--- config.mk ---
export PLATFORM = sky130hd
export DESIGN_NAME = full_adder
export DESIGN_NICKNAME = d
export VERILOG_FILES = /design/src/rtl/adder_pkg.sv /design/src/rtl/full_adder_cell.sv /design/src/rtl/full_adder.sv
export SDC_FILE = /design/constraint.sdc
export NUM_CORES = 1
export LEC_CHECK = 0
export BUFFER_PORTS_ARGS = -buffer_cell sky130_fd_sc_hd__buf_2
export CAP_MARGIN = 30
export CORE_AREA = 2 2 39 41
export DETAILED_ROUTE_END_ITERATION = 16
export DIE_AREA = 0 0 41 43
export PLACE_DENSITY = 0.35
export SLEW_MARGIN = 30
export SYNTH_ARGS = -nofsm -noshare
export SYNTH_HDL_FRONTEND = slang
export SYNTH_SLANG_ARGS = --single-unit
--- constraint.sdc ---
create_clock -name clk -period 1.34 [get_ports clk]
set_input_delay 0.201 -clock clk [delete_from_list [all_inputs] [get_ports clk]]
set_output_delay 0.201 -clock clk [all_outputs]
set_load 0.05 [all_outputs]
--- src/rtl/adder_pkg.sv ---
// Shared constants and types for the ripple-carry adder family.
package adder_pkg;

  localparam int WIDTH_MAX = 64;

  typedef struct packed {
    logic                 carry;
    logic [WIDTH_MAX-1:0] sum;
  } add_result_t;

endpackage

--- src/rtl/full_adder_cell.sv ---
// One-bit full adder: the ripple stage chained by full_adder.
module full_adder_cell (
  input  logic a,
  input  logic b,
  input  logic cin,
  output logic s,
  output logic cout
);

  assign s    = a ^ b ^ cin;
  assign cout = (a & b) | (a & cin) | (b & cin);

endmodule

--- src/rtl/full_adder.sv ---
// WIDTH-bit ripple-carry adder with combinational result and a registered
// copy (sum, carry-out, signed overflow) for pipelined consumers.
module full_adder
  import adder_pkg::*;
#(
  parameter int WIDTH = 1
) (
  input  logic [WIDTH-1:0] a,
  input  logic [WIDTH-1:0] b,
  input  logic             c_in,
  output logic [WIDTH-1:0] sum,
  output logic             c_out,
  input  logic             clk,
  input  logic             rst,
  output logic [WIDTH-1:0] sum_q,
  output logic             c_out_q,
  output logic             ovf_q
);

  if (WIDTH < 1 || WIDTH > WIDTH_MAX) begin : g_bad_width
    $error("full_adder: WIDTH out of range 1..WIDTH_MAX");
  end

  logic [WIDTH:0]   w_carry;
  logic [WIDTH-1:0] w_sum;
  logic             w_ovf;

  assign w_carry[0] = c_in;

  for (genvar i = 0; i < WIDTH; i++) begin : g_chain
    full_adder_cell u_cell (
      .a    (a[i]),
      .b    (b[i]),
      .cin  (w_carry[i]),
      .s    (w_sum[i]),
      .cout (w_carry[i+1])
    );
  end

  // At WIDTH=1 the lower carry is c_in itself.
  assign w_ovf = w_carry[WIDTH] ^ w_carry[WIDTH-1];

  assign sum   = w_sum;
  assign c_out = w_carry[WIDTH];

  logic [WIDTH-1:0] r_sum_q;
  logic             r_c_out_q;
  logic             r_ovf_q;

  always_ff @(posedge clk) begin
    if (rst) begin
      r_sum_q   <= '0;
      r_c_out_q <= 1'b0;
      r_ovf_q   <= 1'b0;
    end else begin
      r_sum_q   <= w_sum;
      r_c_out_q <= w_carry[WIDTH];
      r_ovf_q   <= w_ovf;
    end
  end

  assign sum_q   = r_sum_q;
  assign c_out_q = r_c_out_q;
  assign ovf_q   = r_ovf_q;

endmodule

### Word-level counts from Yosys, hierarchy flattened

Cells that the tools add are included.

| operators by class | value |
|---|---|
| bitwise operators | 8 |

Operators by type and width:

| kind | count |
|---|---|
| bitwise AND 1 bit | 3 |
| bitwise XOR 1 bit | 3 |
| bitwise OR 1 bit | 2 |

| word-level totals | value |
|---|---|
| bits of input ports | 5 |
| logic and storage cells | 11 |
| flip-flop bits (word level) | 3 |

### Depth between registers and ports, before layout

| depth | value |
|---|---|
| depth in word-level cells | 4 |
| depth in mapped cells | 3 |

### Hierarchy

From an unflattened synthesis, not the netlist that was laid out.

| unflattened totals | value |
|---|---|
| cell total of the unflattened synthesis | 8 |
| area total of the unflattened synthesis | 105.1 µm² |

Modules (own cells, without submodules):

| module | cells each | times used | area an instance (µm²) | seq. area each (µm²) |
|---|---|---|---|---|
| full_adder | 7 | 1 | 85.1 | 60.1 |
| full_adder_cell | 1 | 1 | 20.0 | 0.0 |

### Worst setup path after synthesis

No wires, ideal clock.

| timing | value |
|---|---|
| path kind | input to register |
| start | in a |
| end | reg r_sum_q (netlist: sum_q) |
| data required time | 1274 ps |
| buffers on the path | 0 |
| stages | 2 |
| arrival | 1231 ps |
| slack | 43 ps |
| cell sequence | fa_1 nor2b_1 |

| on the way | value |
|---|---|
| cells in the longest elaborated chain, start to end | 2 |

Ends and longest elaborated chain:

| element | line | text |
|---|---|---|
| start: declaration | full_adder.sv:8 | `input logic [WIDTH-1:0] a,` |
| bitwise XOR 1 bit (2 in a row) | full_adder_cell.sv:10 | `assign s = a ^ b ^ cin;` |
| end signal: assignment | full_adder.sv:56 | `r_sum_q <= w_sum;` |
| end: declaration | full_adder.sv:46 | `logic [WIDTH-1:0] r_sum_q;` |

Every way passes these cells.
A chain may end at the register's enable or synchronous reset.

### Worst setup path in the final report

| timing | value |
|---|---|
| start | in a |
| end | out sum |

| on the way | value |
|---|---|
| cells in the longest elaborated chain, start to end | 2 |

Ends and longest elaborated chain:

| element | line | text |
|---|---|---|
| bitwise XOR 1 bit (2 in a row) | full_adder_cell.sv:10 |  |
| end: declaration | full_adder.sv:11 | `output logic [WIDTH-1:0] sum,` |

Every way passes these cells.

==> flow_metrics.env <==
export IMPL_start_util_pct=7.59
export IMPL_drt_wirelength_per_cell_um=8.05
export IMPL_async_reset_ff_share_pct=0
export IMPL_setup_slack_ns=0.0442
export IMPL_grt_pass1_vias=119
export IMPL_rsz0062_at_grt="no"
export IMPL_min_path_cells=2
export IMPL_seq_area_frac_synth_pct=57.1
export IMPL_status="complete, no violations"
export IMPL_ys_types=5
export IMPL_holdBufCountCts=0
export IMPL_netlist_area_leader_share_pct=57.1
export IMPL_p_per_area_nw_per_um2=1780
export IMPL_ys_flop_type="dfxtp_1"
export IMPL_period_share_pct=96.7
export IMPL_finalCriticalPeriod_ns=1.30
export IMPL_clockBufferDepth=2
export IMPL_setup_viol=0
export IMPL_synthToLayoutAreaGrowth_pct=89.3
export IMPL_dp_cells=33
export IMPL_timing_critical_path_fanout_max=2
export IMPL_clkSlewWorstSetupHoldPaths_ns=0.04
export IMPL_yosys_area_top_type="dfxtp_1"
export IMPL_syn_area_per_cell_um2=13.1
export IMPL_die_area_um2=1760
export IMPL_syn_nets=14
export IMPL_nets=28
export IMPL_post_route_util_pct=14.4
export IMPL_synth_area_top_cells="dfxtp_1, fa_1, nor2b_1, xnor2_1, nor2_1"
export IMPL_p_leak_uw=0.0000943
export IMPL_pin_count=10
export IMPL_viasPerCell=2.73
export IMPL_core_um2=1380
export IMPL_peakVddDrop_uv=479
export IMPL_synth_edff_count=0
export IMPL_drt_wl_total_um=298
export IMPL_ys_ff_latch=3
export IMPL_cts_resized_gates=0
export IMPL_critPathLaunchType="input port"
export IMPL_max_freq_mhz=772
export IMPL_first_pass_iters=1
export IMPL_finalMaxSlewViolations=0
export IMPL_antenna_found_initial=0
export IMPL_die_x_um=41
export IMPL_setup_tns_ns=0
export IMPL_stdcell_count=37
export IMPL_final_layout_size_suffix_gt1_share_pct=57.1
export IMPL_cts_tree="done"
export IMPL_hold_violations=0
export IMPL_clock_sinks=3
export IMPL_grt_ovfl_total=0
export IMPL_row_count=14
export IMPL_worst_setup_path_end_kind="primary output"
export IMPL_crit_arrival_ns=1.09
export IMPL_crit_required_ns=1.14
export IMPL_hold_end="ovf_q$_SDFF_PP0_"
export IMPL_synthTopCellsByCount="dfxtp_1, nor2b_1, fa_1, nor2_1, xnor2_1"
export IMPL_num_antenna_cells=0
export IMPL_cts_buffers=3
export IMPL_slew_headroom_pct=82.7
export IMPL_drt_iter0_drc=0
export IMPL_final_antenna_net_count=0
export IMPL_grt_max_degree=4
export IMPL_synth_most_common_cell="dfxtp_1"
export IMPL_die_h_um=43
export IMPL_vias=101
export IMPL_worst_slew_pin_slew_ns=0.261
export IMPL_grt_pass1_wl_um=434
export IMPL_min_from="rst"
export IMPL_dp_worst_setup_slack_ns=0.00687
export IMPL_syn_inst=8
export IMPL_synth_area_um2=105
export IMPL_gp_congestion=0.519
export IMPL_cts_setup_buffers=0
export IMPL_max_cap_viol_count=0
export IMPL_grt_usage_pct=4.42
export IMPL_hp_class="input port to flop"
export IMPL_portBuffers=9
export IMPL_htreeDepth=1
export IMPL_critical_path_class="input port to primary output"
export IMPL_ys_warn_count=0
export IMPL_clockRootBuffer="clkbuf_4"
export IMPL_route_detailed_drc=0
## worst max path at each step
stage               slack [ns]  from  cells after the start          endpoint
global placement        0.0004     a                      3               sum
detailed placement       0.007     a                      3               sum
CTS                      0.004     a                      3               sum
floorplan                 0.04     a                      2  sum_q$_SDFF_PP0_
finish                    0.04     a                      3               sum
global route              0.01     a                      3               sum
## metal layers
layer,up-vias,track usage (%),share of wire [%]
met3,0,1.57,12
met1,42,3.86,44
li1,49,-,-
met5,-,0,0
met2,10,5.31,43
met4,0,8.00,0
## flip-flops by register name, summed over array words and instances, names as in the netlist
| name | cells |
|---|---|
| c_out_q | 1 |
| sum_q | 1 |
| ovf_q | 1 |
## placed cells by master (no fill, tap or decap)
cell type,n
buf_2,8
clkbuf_4,4
dfxtp_1,3
nor2b_1,2
xnor2_1,1
nor2_1,1
fa_1,1
clkbuf_1,1
## power breakdown
group | internal [µW] | leakage [µW] | switching [µW]
Sequential | 97.9 | 0.0000250 | 2.06
Combinational | 25.8 | 0.0000543 | 70.2
Clock | 112 | 0.0000150 | 46.6
## cell type report
cell class,instances,area (µm²)
Fill cell,159,1180
Sequential cell,3,60.1
Timing Repair Buffer,9,47.5
Multi-Input combinational cell,5,45.0
Clock buffer,4,26.3
Tap cell,16,20.0
## stage by stage
stage	power (µW)	cell area, µm²	hold slack [ns]
finish	354	199	0.156
global route	376	199	0.153
CTS	365	196	0.142
detailed placement	196	170	0.396
global placement	195	170	0.386
floorplan	174	105	0.273
## worst max-delay path, stage by stage
cell and delay [ns]:
buf_2 0.11, fa_1 0.55, clkbuf_4 0.23
## logic make-up (layout without fill, tap and decap cells)
family / count (synthesis) / in the layout / synth area share (%)
DFF: 3 / 3 / 57.1
and+or+nand+nor: 3 / 3 / 15.5
adders and majority gates: 1 / 1 / 19.0
xor gates and xnor gates: 1 / 1 / 8.33
buffers and inverters: 0 / 13 / 0
(Power assumes the default switching activity.)
